`src/rtl/counter_sched_pkg.sv`:
```
// counter_sched_pkg: shared state type, width default and round-robin pick helper for counter_scheduler
package counter_sched_pkg;
  typedef enum logic [1:0] {IDLE, RUN, DONE} sched_state_t;
  localparam int WIDTH_DEF = 5;
  localparam int MAX_REQ = 32;
  // One-hot grant of the first set bit of valid searching upward from last+1, wrapping at n.
  function automatic logic [MAX_REQ-1:0] rr_pick(input logic [MAX_REQ-1:0] valid, input int last, input int n);
    logic [MAX_REQ-1:0] g;
    logic [4:0] idx;
    g = '0;
    for (int k = 1; k <= MAX_REQ; k++) begin
      idx = 5'((last + k) % n);
      if (k <= n && g == '0 && valid[idx]) g[idx] = 1'b1;
    end
    return g;
  endfunction
endpackage

```
`src/rtl/rr_arbiter.sv`:
```
// rr_arbiter: round-robin one-hot grant with a last-grant pointer updated on accept
// Ports: clock, reset (sync, active-high), req_valid[NUM_REQ], accept (commit grant),
//        grant[NUM_REQ] (one-hot, combinational), grant_id[ID_W] (index of grant).
module rr_arbiter
  import counter_sched_pkg::*;
#(
  parameter int NUM_REQ = 4,
  localparam int ID_W = $clog2(NUM_REQ)
) (
  input  logic               clock,
  input  logic               reset,
  input  logic [NUM_REQ-1:0] req_valid,
  input  logic               accept,
  output logic [NUM_REQ-1:0] grant,
  output logic [ID_W-1:0]    grant_id
);
  logic [ID_W-1:0] last_q, last_d;
  always_comb begin
    grant = NUM_REQ'(rr_pick(MAX_REQ'(req_valid), int'(last_q), NUM_REQ));
    grant_id = '0;
    for (int i = 0; i < NUM_REQ; i++) grant_id = grant[i] ? ID_W'(i) : grant_id;
    last_d = accept ? grant_id : last_q;
  end
  // Pointer starts at the top so requester 0 wins the first arbitration.
  always_ff @(posedge clock) last_q <= reset ? ID_W'(NUM_REQ - 1) : last_d;
endmodule

```
`src/rtl/counter_scheduler.sv`:
```
// counter_scheduler: time-shares one external free-running counter among NUM_REQ requesters
// Ports: clock, reset (sync, active-high); req_valid/req_len/req_ready request side
//        (len slice i = req_len[i*WIDTH +: WIDTH], ready one-hot, IDLE only);
//        ctr_reset/ctr_count counter side; busy (RUN or DONE);
//        done_valid/done_id one-cycle registered completion.
// Optional COUNTER_SCHED_ABORT_EN adds abort (in) and done_aborted (out).
module counter_scheduler
  import counter_sched_pkg::*;
#(
  parameter int NUM_REQ = 4,
  parameter int WIDTH = WIDTH_DEF,
  localparam int ID_W = $clog2(NUM_REQ)
) (
  input  logic                     clock,
  input  logic                     reset,
  input  logic [NUM_REQ-1:0]       req_valid,
  input  logic [NUM_REQ*WIDTH-1:0] req_len,
  output logic [NUM_REQ-1:0]       req_ready,
  output logic                     ctr_reset,
  input  logic [WIDTH-1:0]         ctr_count,
`ifdef COUNTER_SCHED_ABORT_EN
  input  logic                     abort,
  output logic                     done_aborted,
`endif
  output logic                     busy,
  output logic                     done_valid,
  output logic [ID_W-1:0]          done_id
);
  sched_state_t state_q, state_d;
  logic [WIDTH-1:0] len_q, len_d, len_sel;
  logic [ID_W-1:0] id_q, id_d, done_id_q, done_id_d, grant_id;
  logic done_valid_q, done_valid_d;
  logic [NUM_REQ-1:0] grant;
  logic accept, match, abort_hit;
`ifdef COUNTER_SCHED_ABORT_EN
  logic done_aborted_q, done_aborted_d;
  // A match in the same cycle takes precedence over abort.
  assign abort_hit = abort && !match;
  assign done_aborted = done_aborted_q;
`else
  assign abort_hit = 1'b0;
`endif
  assign accept = state_q == IDLE && |req_valid && !reset;
  assign match = ctr_count == len_q;
  assign req_ready = accept ? grant : '0;
  assign busy = state_q != IDLE;
  assign ctr_reset = reset || state_q != RUN;
  assign done_valid = done_valid_q;
  assign done_id = done_id_q;
  rr_arbiter #(.NUM_REQ(NUM_REQ)) u_arb (
    .clock(clock),
    .reset(reset),
    .req_valid(req_valid),
    .accept(accept),
    .grant(grant),
    .grant_id(grant_id)
  );
  always_comb begin
    len_sel = '0;
    for (int i = 0; i < NUM_REQ; i++) len_sel = grant[i] ? req_len[i*WIDTH +: WIDTH] : len_sel;
    state_d = state_q;
    len_d = len_q;
    id_d = id_q;
    done_valid_d = 1'b0;
    done_id_d = done_id_q;
`ifdef COUNTER_SCHED_ABORT_EN
    done_aborted_d = 1'b0;
`endif
    unique case (state_q)
      IDLE: begin
        state_d = accept ? RUN : IDLE;
        len_d = accept ? len_sel : len_q;
        id_d = accept ? grant_id : id_q;
      end
      RUN: begin
        state_d = (match || abort_hit) ? DONE : RUN;
        done_valid_d = match || abort_hit;
        done_id_d = (match || abort_hit) ? id_q : done_id_q;
`ifdef COUNTER_SCHED_ABORT_EN
        done_aborted_d = abort_hit;
`endif
      end
      DONE: state_d = IDLE;
      default: state_d = IDLE;
    endcase
  end
  always_ff @(posedge clock) begin
    if (reset) begin
      state_q <= IDLE;
      len_q <= '0;
      id_q <= '0;
      done_valid_q <= 1'b0;
      done_id_q <= '0;
`ifdef COUNTER_SCHED_ABORT_EN
      done_aborted_q <= 1'b0;
`endif
    end else begin
      state_q <= state_d;
      len_q <= len_d;
      id_q <= id_d;
      done_valid_q <= done_valid_d;
      done_id_q <= done_id_d;
`ifdef COUNTER_SCHED_ABORT_EN
      done_aborted_q <= done_aborted_d;
`endif
    end
  end
endmodule

```
`config.mk`:
```
export PLATFORM = sky130hd
export DESIGN_NAME = counter_scheduler
export DESIGN_NICKNAME = d
export VERILOG_FILES = /design/src/rtl/counter_sched_pkg.sv /design/src/rtl/rr_arbiter.sv /design/src/rtl/counter_scheduler.sv
export SDC_FILE = /design/constraint.sdc
export NUM_CORES = 1
export LEC_CHECK = 0
export ABC_AREA = 1
export CORE_ASPECT_RATIO = 0.6
export CORE_MARGIN = 4
export CORE_UTILIZATION = 39
export CTS_BUF_LIST = sky130_fd_sc_hd__clkbuf_4
export DETAILED_ROUTE_END_ITERATION = 6
export GPL_ROUTABILITY_DRIVEN = 0
export HOLD_SLACK_MARGIN = 0.02
export PLACE_DENSITY = 0.68
export SLEW_MARGIN = 15
export SYNTH_ARGS = -nofsm -noshare
export SYNTH_HDL_FRONTEND = slang
export SYNTH_SLANG_ARGS = --single-unit
```
`constraint.sdc`:
```
create_clock -name clock -period 6.2 [get_ports clock]
set_input_delay 0.62 -clock clock [delete_from_list [all_inputs] [get_ports clock]]
set_output_delay 0.62 -clock clock [all_outputs]
set_load 0.02 [all_outputs]
```
# [Word-level counts from Yosys, hierarchy flattened]
# Cells that the tools add are included.
[op_classes] mux=31 n_bitwise=8 n_shift=0 n_lt_le_gt_ge=8 mul=0 n_eq_ne=3 div_mod_pow=0 add_sub_neg=4 reduce_logical=24
[ops] operator="$logic_not 32->1" count=3
[ops] operator="$mux 32" count=3
[ops] operator="$or 32x32->32" count=2
[ops] operator="$lt 5x6->1 const B" count=4
[ops] operator="$ge 5x1->1 const B" count=4
[ops] operator="$mux 5" count=4
[ops] operator="$bmux 1 s3" count=4
[ops] operator="$demux 1 s3" count=4
[ops] operator="$mux 1" count=10
[ops] operator="$reduce_or 2->1" count=5
[ops] operator="$logic_and 1x1->1" count=9
[ops] operator="$mux 4" count=2
[ops] operator="$mux 2" count=3
[ops] operator="$eq 5x5->1" count=1
[ops] operator="$add 2x1->2 const B" count=2
[ops] operator="$add 2x2->2 const B" count=2
[ops] operator="$and 1x1->1 const A" count=4
[ops] operator="$or 4x4->4" count=1
[ops] operator="$pmux 2 s2" count=1
[ops] operator="$reduce_and 2->1" count=2
[ops] operator="$reduce_or 4->1" count=1
[ops] operator="$eq 2x1->1 const B" count=1
[ops] operator="$logic_not 2->1" count=1
[ops] operator="$ne 2x1->1 const B" count=1
[ops] operator="4 further kinds" count=4
[totals] mem_bits_ro=0 ramBits=0 latch_bits=0 reg_bits=14 out_inout_bits=9 n_memories=0

# [Longest topological paths before layout]
# Gate-level depths: netlist of the first run.
[depth] ltp_word=21 mapped_depth=21

# [Modules after synthesis]
# From an unflattened synthesis of the first run, not the netlist that was laid out.
[hier_totals] hier_cells=237 hier_area_um2=1440.1
[modules_own_cells] module="counter_scheduler" cells_each=141 instances=1 area_each_um2=833.3
[modules_own_cells] module="rr_arbiter" cells_each=96 instances=1 area_each_um2=606.8

# [Worst setup path after synthesis of the first run]
# Ideal clock, no wire load.
[synth_path] kind="register to output" start="reg u_arb.last_q[0]" end="out req_ready[1]" path_slack_ps=3206 path_stages_with_launch=18 path_buffers=0 arrival_time_ps=2374 required_time_ps=5580 cell_sequence="dfxtp_1 > inv_2 > ha_1 > inv_1 > nand2_2 > nand3_2 > nand2_2 > inv_2 > nand3_1 > nand2_2 > nor2_2 > nand3_1 > nand2_2 > nor2_4 > nand3_1 > nand2_2 > inv_2 > nor2_1"
[synth_between] elab_chain_cells=18 word_cells_on_any_way=54
[synth_rtl] item="start, declared" line_no="rr_arbiter.sv:17" text="logic [ID_W-1:0] last_q, last_d;"
[synth_rtl] item="start signal, assigned" line_no="rr_arbiter.sv:25" text="always_ff @(posedge clock) last_q <= reset ? ID_W'(NUM_REQ - 1) : last_d;"
[synth_rtl] item="$add 2x1->2" line_no="counter_sched_pkg.sv:12" text="idx = 5'((last + k) % n);"
[synth_rtl] item="$reduce_or 2->1 (no source line)"
[synth_rtl] item="$and 1x1->1 (no source line)"
[synth_rtl] item="$lt 5x6->1 (implied by the code) or $ge 5x1->1 (tied branches)" line_no="counter_sched_pkg.sv:13" text="if (k <= n && g == '0 && valid[idx]) g[idx] = 1'b1;"
[synth_rtl] item="$logic_and 1x1->1 (implied by the code)" line_no="counter_sched_pkg.sv:13"
[synth_rtl] item="$mux 1 (implied by the code)" line_no="counter_sched_pkg.sv:13"
[synth_rtl] item="$demux 1 s3"
[synth_rtl] item="$mux 32" line_no="counter_sched_pkg.sv:13"
[synth_rtl] item="[... 2 more ...]"
[synth_rtl] item="$mux 32" line_no="counter_sched_pkg.sv:13"
[synth_rtl] item="$logic_not 32->1" line_no="counter_sched_pkg.sv:13"
[synth_rtl] item="$logic_and 1x1->1" line_no="counter_sched_pkg.sv:13"
[synth_rtl] item="$mux 32" line_no="counter_sched_pkg.sv:13"
[synth_rtl] item="$logic_not 32->1" line_no="counter_sched_pkg.sv:13"
[synth_rtl] item="$logic_and 1x1->1" line_no="counter_sched_pkg.sv:13"
[synth_rtl] item="$mux 4 *" line_no="counter_sched_pkg.sv:13"
[synth_rtl] item="$mux 4 *" line_no="counter_scheduler.sv:45" text="assign req_ready = accept ? grant : '0;"
[synth_rtl] item="end, declared" line_no="counter_scheduler.sv:18" text="output logic [NUM_REQ-1:0] req_ready,"
# Mark *: on every way between the ends. The rest lies on a longest branch, timed or not. The select of a mux whose other input is x is not followed.

# [Worst setup path after layout of the first run]
[layout_path] start="reg u_arb.last_q[0]" end="out req_ready[2]"
# The elaborated chain is that of the path after synthesis.

==> impl_metrics.ini, run 1 <==
[clocking]
clock-root-buffer = clkbuf_4
htreeDepth = 1
postCtsResizedCells = 0
post_cts_buffers = 0
clock_path_buffers = 2
clkTransAtPathRegs_ns = 0.09
tritoncts = yes
hold_buffers = 0
cts_buffers = 3
clock-sinks = 14
clk-insertion-delay-late_ns = 0.29

[cells_and_area]
final_cells = 299
area_delta_synth_final_pct = 33.8
drive_above_1_share = 0.154
seqCellArea_um2 = 280
num_antenna_cells = 0
multi_input_area_um2 = 911
final_area_um2 = 1800
nNetsFinal = 294
nFillCells = 335

[timing]
rsz0062_at_grt = no
finClkSkew_ns = 0.00278
holdWs_ns = 0.461
maxSlewViolCount = 0
fin_crit_ns = 4.18
setup_violations = 0
relSlewSlack = 0.632
fmaxAchievable_ghz = 0.239
finalSetupTns_ns = 0
worst_pin_slew_ns = 0.549
period_share = 0.673
final-hold-violation-count = 0

[drt]
route.detailed.drc = 0
dr.pass1.iters = 4
vias_per_cell = 4.61
drt.antenna.violating_nets = 0
vias = 1377
wire_per_inst_um = 10.9
finalWirelength_um = 3250
drt-initial-drc-count = 27

[floorplanning]
start_util = 0.409
row_count = 16
dieArea_um2 = 4480
io_pins = 40
die_h_um = 53.5
core_um2 = 3280
die-width_um = 83.8

[min_path]
hold_path.class = flip-flop to flip-flop
min_from = id_q[0]

[power]
vdd_drop_max_v = 0.000183
powerDensity_nw_per_um2 = 522
p_leak_uw = 0.000857

[placed_design]
placed_area_um2 = 1770
io_buffers = 39
hpwlAfterDp_um = 2610
placed_cells = 295

[synth]
ys_seq_elements = 14
synth.distinct_cells = 31
synth_area_per_cell_um2 = 6.28
postSynthCellCount = 214
ys_async_sr_fraction = 0
synth_warnings = 0
syn_area_um2 = 1340
seq_area_frac_synth = 0.209
synth_nets = 253
synth_edf_count = 0
ys.flop_type = dfxtp_1

[critical_path]
end_kind = output port
rr_startpoint = u_arb.last_q[0]
worstSetupPathType = flip-flop to output port
startpoint_type = flip-flop
worstPathMaxFanout = 11
worstPathArrival_ns = 3.56
cp-startpoint = u_arb.last_q[0]
critPathRequiredTime_ns = 5.58
reg2reg_slack_ns = 3.26

[global_route]
grt_max_degree = 19
grt_pass1_wl_um = 5740
track_usage = 0.159
antenna_found_initial = 0
overflow = 0
grt_pass1_vias = 1263

[job]
drv_cap = 0

[run_status]
outcome = finished, final reports clean
-- layout make-up --
class | instances | share of cell area
Multi-Input combinational cell | 162 | 0.507
Timing Repair Buffer | 39 | 0.217
Sequential cell | 14 | 0.156
Inverter | 35 | 0.0745
Tap cell | 45 | 0.0313
Clock buffer | 3 | 0.0125
Clock inverter | 1 | 0.00209
-- worst max-delay path, cell delays in order, from the launching register on --
cell and delay [ns]:
dfxtp_1 0.56, inv_2 0.17, ha_1 0.37, inv_1 0.14, nand2_2 0.07, nand3_2 0.09
nand2_2 0.05, inv_2 0.08, nand3_2 0.08, nand3_2 0.10, inv_1 0.05, nand3_1 0.11
nand3_2 0.10, nor2_4 0.13, nand3_1 0.09, nand2_2 0.18, inv_1 0.09, nor2_1 0.17
clkdlybuf4s50_1 0.65
-- state kept, by name (all words and copies together), names as in the netlist --
| name | count |
|---|---|
| done_valid | 1 |
| done_id | 2 |
| len_q | 5 |
| id_q | 2 |
| state_q | 2 |
| u_arb.last_q | 2 |
-- cells in the final DEF (no fill, tap or decap), types with 8 or more instances in the layout --
| master | instances |
|---|---|
| a21oi_1 | 19 |
| clkdlybuf4s50_1 | 39 |
| dfxtp_1 | 14 |
| ha_1 | 8 |
| inv_1 | 30 |
| nand2_1 | 49 |
| nand2_2 | 15 |
| nand3_1 | 19 |
| nor2_1 | 20 |
-- synthesized netlist by cell type (2+ instances only) --
cell type	number	area share
a21oi_1	19	0.071
clkbuf_1	2	0.0056
dfxtp_1	14	0.21
ha_1	8	0.074
inv_1	30	0.084
inv_2	3	0.0084
nand2_1	49	0.14
nand2_2	15	0.070
nand3_1	19	0.071
nand3_2	5	0.037
nor2_1	20	0.056
nor2_2	3	0.014
nor2_4	3	0.025
nor3_1	2	0.0074
o21ai_0	5	0.019
xor2_1	2	0.013
-- metrics by stage --
step           worst slack, ns  total power, uW  utilization
2_1_floorplan             3.21              750            -
3_3_place_gp              2.30              878        0.540
3_5_place_dp              2.28              884        0.540
4_1_cts                   2.03              944        0.548
5_1_grt                   1.66             1060        0.548
6_report                  2.02              938        0.548
-- logic make-up after synthesis --
group,share of synthesized area
flip-flops,0.209
AND/OR/NAND/NOR,0.445
adder cells (fa/ha/maj),0.0745
buffers and inverters,0.114
AO/OA/AOI/OAI,0.139
XOR/XNOR,0.0196
-- layer usage --
metal	wire length, um	vias up	global-route usage
met3	206	0	0.0435
met2	1200	33	0.231
met4	0	0	0.00802
met1	1840	592	0.239
met5	0	-	0
li1	-	752	-
-- final timing paths --
kind,to,cells past startpoint
min,done_id[0],2
min reg2reg,done_id[0],2
max reg2reg,id_q[1],20
max,req_ready[2],18
-- report_power, final --
part,switching [uW],internal [uW]
Clock,33.2,23.4
Combinational,463,274
Sequential,24.6,120
Total,521,417
(Power assumes the default switching activity.)
==> inputs of run 2 (changes only) <==
--- a/config.mk
+++ b/config.mk
@@ -13,7 +13,7 @@
 export DETAILED_ROUTE_END_ITERATION = 6
 export GPL_ROUTABILITY_DRIVEN = 0
 export HOLD_SLACK_MARGIN = 0.02
-export PLACE_DENSITY = 0.68
+export PLACE_DENSITY = 0.71
 export SLEW_MARGIN = 15
 export SYNTH_ARGS = -nofsm -noshare
 export SYNTH_HDL_FRONTEND = slang
==> constraint.sdc (replaced) <==
create_clock -name clock -period 3.47 [get_ports clock]
set_input_delay 0.347 -clock clock [delete_from_list [all_inputs] [get_ports clock]]
set_output_delay 0.347 -clock clock [all_outputs]
set_load 0.02 [all_outputs]
==> run 2 against run 1 <==
  * Count of clock-buffer cells in the layout unchanged
  * Combinational power is 95% higher
  * Sequential share of layout area decreased by 0.55 points
  * First-iteration DRC count rose to 2.7 times the previous value
  * Global-route usage up 0.61 points
  * Via count grew 2.5%
  * Final area up 3.7%
  * Largest cell class unchanged
  * Highest routed layer unchanged
==> impl_metrics.ini, run 2 (synthesis gave the netlist of run 1 again) <==
[clocking]
htreeDepth = 1
clock_path_buffers = 2
clkTransAtPathRegs_ns = 0.09
clk-insertion-delay-late_ns = 0.28
clock-sinks = 14
cts_buffers = 3
clock-root-buffer = clkbuf_4
tritoncts = yes
post_cts_buffers = 0

[job]
drv_cap = 0

[cells_and_area]
area_delta_synth_final_pct = 38.7
drive_above_1_share = 0.179
final_area_um2 = 1860
layout_commonest_cell = nand2_1
nNetsFinal = 302
mostFrequentLayoutCells = nand2_1, clkdlybuf4s50_1, inv_1, nor2_1
largest_reg_flops = 5
regMostFlops = len_q
num_antenna_cells = 0

[drt]
route.detailed.drc = 0
vias_per_cell = 4.60
finalWirelength_um = 3370
dr.pass1.iters = 4
wire_per_inst_um = 11.0
drt-initial-drc-count = 72
drt.antenna.violating_nets = 0
vias = 1412

[critical_path]
end_kind = output port
critPathRequiredTime_ns = 3.12
worstPathMaxFanout = 8
worstPathArrival_ns = 2.85
startpoint_type = flip-flop
worstSetupPathType = flip-flop to output port
reg2reg_slack_ns = 0.84

[timing]
holdWs_ns = 0.472
relSlewSlack = 0.719
fmaxAchievable_ghz = 0.313
maxSlewViolCount = 0
finClkSkew_ns = 0.00186
rsz0062_at_grt = no
finalSetupTns_ns = 0
setup_violations = 0
period_share = 0.921
fin_crit_ns = 3.20
final-hold-violation-count = 0
worst_pin_slew_ns = 0.418

[power]
p_leak_uw = 0.000951
vdd_drop_max_v = 0.000359
powerDensity_nw_per_um2 = 956

[floorplanning]
dieArea_um2 = 4480
io_pins = 40
start_util = 0.409
die-width_um = 83.8
die_h_um = 53.5
core_um2 = 3280
row_count = 16

[min_path]
hold_path.class = flip-flop to flip-flop

[global_route]
grt_pass1_wl_um = 5930
overflow = 0
antenna_found_initial = 0
grt_pass1_vias = 1348
grt_max_degree = 12
track_usage = 0.165

[placed_design]
io_buffers = 39
placed_area_um2 = 1830
hpwlAfterDp_um = 2770

[run_status]
outcome = finished, final reports clean
==> run 2: cell types whose count changed in the layout (fill, tap and decap cells not counted), sizes merged <==
| cell | delta |
|---|---|
| clkdlybuf4s50 | -4 |
| dlygate4sd2 | +1 |
| buf | +8 |
| dlymetal6s2s | +3 |
==> run 2: repair_timing <==
item / CTS / global route
hold buffers: 0 / 0
resized for setup: 1 / 3
endpoints found under the setup margin: 1 / 3
pin swaps: 0 / 0
==> run 2: cell type report <==
class	count	area, um2
sequential	14	280
tap	45	56.3
fill	329	1420
inverter	35	134
timing repair buffer	47	457
multi-input combinational	162	911
clock buffer	3	22.5
clock inverter	1	3.75
==> run 2: report_power, final <==
group | internal, uW | switching (uW) | total [uW]
combinational | 570 | 870 | 1440
clock | 41.8 | 57.3 | 99.0
sequential | 214 | 28.4 | 242
total | 826 | 956 | 1780
==> run 2: per-layer routing <==
| layer | GRT usage | part of all wire |
|---|---|---|
| met2 | 0.259 | 0.39 |
| met3 | 0.0575 | 0.089 |
| met5 | 0 | 0 |
| met4 | 0.0134 | 0 |
| met1 | 0.226 | 0.52 |
==> run 2: path summary, 6_finish.rpt <==
kind,endpoint,cells after the start,startpoint
worst min register to register,done_id[0],2,id_q[0]
worst max register to register,len_q[3],21,u_arb.last_q[0]
worst min-delay path,done_id[0],2,id_q[0]
worst max-delay path,req_ready[3],18,u_arb.last_q[0]
==> run 2: worst max-delay path: stages, from the launching register on <==
cell	delay, ns
dfxtp_1	0.35
inv_2	0.10
ha_1	0.35
inv_1	0.14
nand2_2	0.07
nand3_2	0.09
nand2_2	0.06
inv_2	0.07
nand3_1	0.08
nand2_2	0.10
nor2_1	0.05
nand3_1	0.09
nand3_2	0.09
nor2_4	0.13
nand2_2	0.10
o21ai_4	0.16
inv_4	0.08
nor2_4	0.09
dlygate4sd2_1	0.35
==> run 2: stage by stage <==
stage	power, uW	worst slack [ns]	instances	utilization
after global routing	2010	0.0547	307	0.568
after detailed placement	1690	0.219	303	0.558
after floorplan	1340	0.749	214	-
after global placement	1670	0.244	303	0.558
after CTS	1790	0.00985	307	0.566
final	1780	0.274	307	0.568
==> inputs of run 3 (changes only) <==
--- a/config.mk
+++ b/config.mk
@@ -13,7 +13,7 @@
 export DETAILED_ROUTE_END_ITERATION = 6
 export GPL_ROUTABILITY_DRIVEN = 0
 export HOLD_SLACK_MARGIN = 0.02
-export PLACE_DENSITY = 0.71
+export PLACE_DENSITY = 0.75
 export SLEW_MARGIN = 15
 export SYNTH_ARGS = -nofsm -noshare
 export SYNTH_HDL_FRONTEND = slang
==> run 3 against run 2 <==
  * Combinational power fell by 5%
  * Via count fell by 0.14%
  * Sequential share of layout area rose by 0.43 points
  * Hold slack improved by 0.0070 ns
  * Register-to-register slack improved by 0.03 ns
  * Non-clock buffer count fell by 3
  * Clock skew barely moved
  * Fmax rose by 2.3%
  * Power fell by 3.9%
  * Critical path depth did not move
  * Clock power fell by 5.7%
  * Routed wire length fell by 4.3%
  * Largest cell class unchanged
  * Largest power group unchanged
==> impl_metrics.ini, run 3 (synthesis gave the netlist of run 1 again) <==
[clocking]
clock-sinks = 14
clock-root-buffer = clkbuf_4
clock_path_buffers = 2
htreeDepth = 1
tritoncts = yes
clk-insertion-delay-late_ns = 0.28
cts_buffers = 3
clkTransAtPathRegs_ns = 0.08
hold_buffers = 0

[critical_path]
worstSetupPathType = flip-flop to output port
startpoint_type = flip-flop
critPathRequiredTime_ns = 3.12
worstPathArrival_ns = 2.78
end_kind = output port
worstPathMaxFanout = 7

[cells_and_area]
nFillCells = 313
regMostFlops = len_q
num_antenna_cells = 0
largest_reg_flops = 5
nNetsFinal = 299
drive_above_1_share = 0.185
layout_commonest_cell = nand2_1
mostFrequentLayoutCells = nand2_1, clkdlybuf4s50_1, inv_1, nor2_1
area_delta_synth_final_pct = 35.5

[placed_design]
hpwlAfterDp_um = 2680
io_buffers = 39

[timing]
relSlewSlack = 0.728
final-hold-violation-count = 0
setup_violations = 0
fmaxAchievable_ghz = 0.320
maxSlewViolCount = 0
fin_crit_ns = 3.13
worst_pin_slew_ns = 0.404
finClkSkew_ns = 0.00150
finalSetupTns_ns = 0
rsz0062_at_grt = no
period_share = 0.901

[floorplanning]
core_um2 = 3280
dieArea_um2 = 4480
die_h_um = 53.5
io_pins = 40
row_count = 16
start_util = 0.409
die-width_um = 83.8

[min_path]
hold_path.class = flip-flop to flip-flop

[global_route]
grt_pass1_vias = 1284
overflow = 0
grt_max_degree = 12
track_usage = 0.157
grt_pass1_wl_um = 5660
antenna_found_initial = 0

[drt]
vias = 1410
dr.pass1.iters = 4
route.detailed.drc = 0
wire_per_inst_um = 10.6
finalWirelength_um = 3230
vias_per_cell = 4.64
drt.antenna.violating_nets = 0
drt-initial-drc-count = 62

[power]
powerDensity_nw_per_um2 = 941
vdd_drop_max_v = 0.000350
fin_total_pwr_uw = 1710
p_leak_uw = 0.000888

[job]
drv_cap = 0

[run_status]
outcome = finished, final reports clean
==> run 3: cell count changes in the layout (fill, tap and decap cells not counted) <==
cell            previous run  this run
buf_4                      8         5
clkbuf_2                   0         3
dfxtp_1                   14        13
dfxtp_2                    0         1
dlymetal6s2s_1             3         0
==> run 3: power breakdown <==
group | internal [uW] | switching (uW)
logic | 516 | 854
clock network | 41.7 | 51.7
registers | 215 | 34.7
total | 773 | 940
==> run 3: area by class of cell <==
cell class / instances / area (um2) / share of cell area
Sequential cell: 14 / 282 / 0.155
Clock inverter: 1 / 3.75 / 0.00206
Timing Repair Buffer: 44 / 412 / 0.226
Multi-Input combinational cell: 162 / 911 / 0.500
Clock buffer: 3 / 22.5 / 0.0124
Inverter: 35 / 134 / 0.0735
Tap cell: 45 / 56.3 / 0.0309
==> run 3: worst max-delay path: stages, from the launching register on <==
cell	delay, ns
dfxtp_2	0.39
inv_1	0.08
ha_1	0.32
inv_1	0.14
nand2_2	0.07
nand3_2	0.09
nand2_2	0.05
inv_2	0.07
nand3_1	0.08
nand2_2	0.10
nor2_2	0.05
nand3_1	0.09
nand2_2	0.08
nor2_4	0.15
nand3_1	0.10
nand2_2	0.07
inv_1	0.05
nor2_1	0.15
dlygate4sd2_1	0.36
==> run 3: worst paths after layout <==
kind	from	to	slack [ns]	cells after the start
max	u_arb.last_q[1]	req_ready[2]	0.34	18
min	id_q[0]	done_id[0]	0.48	2
max reg2reg	u_arb.last_q[1]	len_q[0]	0.87	20
min reg2reg	id_q[0]	done_id[0]	0.48	2
==> run 3: metal layers <==
metal	vias to the layer above	part of all wire	GRT usage
met3	0	0.088	0.0591
met2	49	0.37	0.228
met4	0	0	0.0160
li1	766	-	-
met1	595	0.54	0.225
met5	-	0	0
==> run 3: what timing repair did <==
item / CTS / global route
resized for setup: 4 / 7
setup endpoints to repair: 4 / 4
hold endpoints to repair: 0 / 0
setup buffers: 0 / 0
==> run 3: through the flow <==
stage               cell area, um2   util  setup slack (ns)  cells  hold slack (ns)
floorplan                     1340      -             0.749    214            0.430
global placement              1810  0.551             0.209    300            0.458
detailed placement            1810  0.551             0.173    300            0.468
CTS                           1830  0.558             0.130    304            0.482
global route                  1820  0.554            0.0326    304            0.501
finish                        1820  0.554             0.344    304            0.479
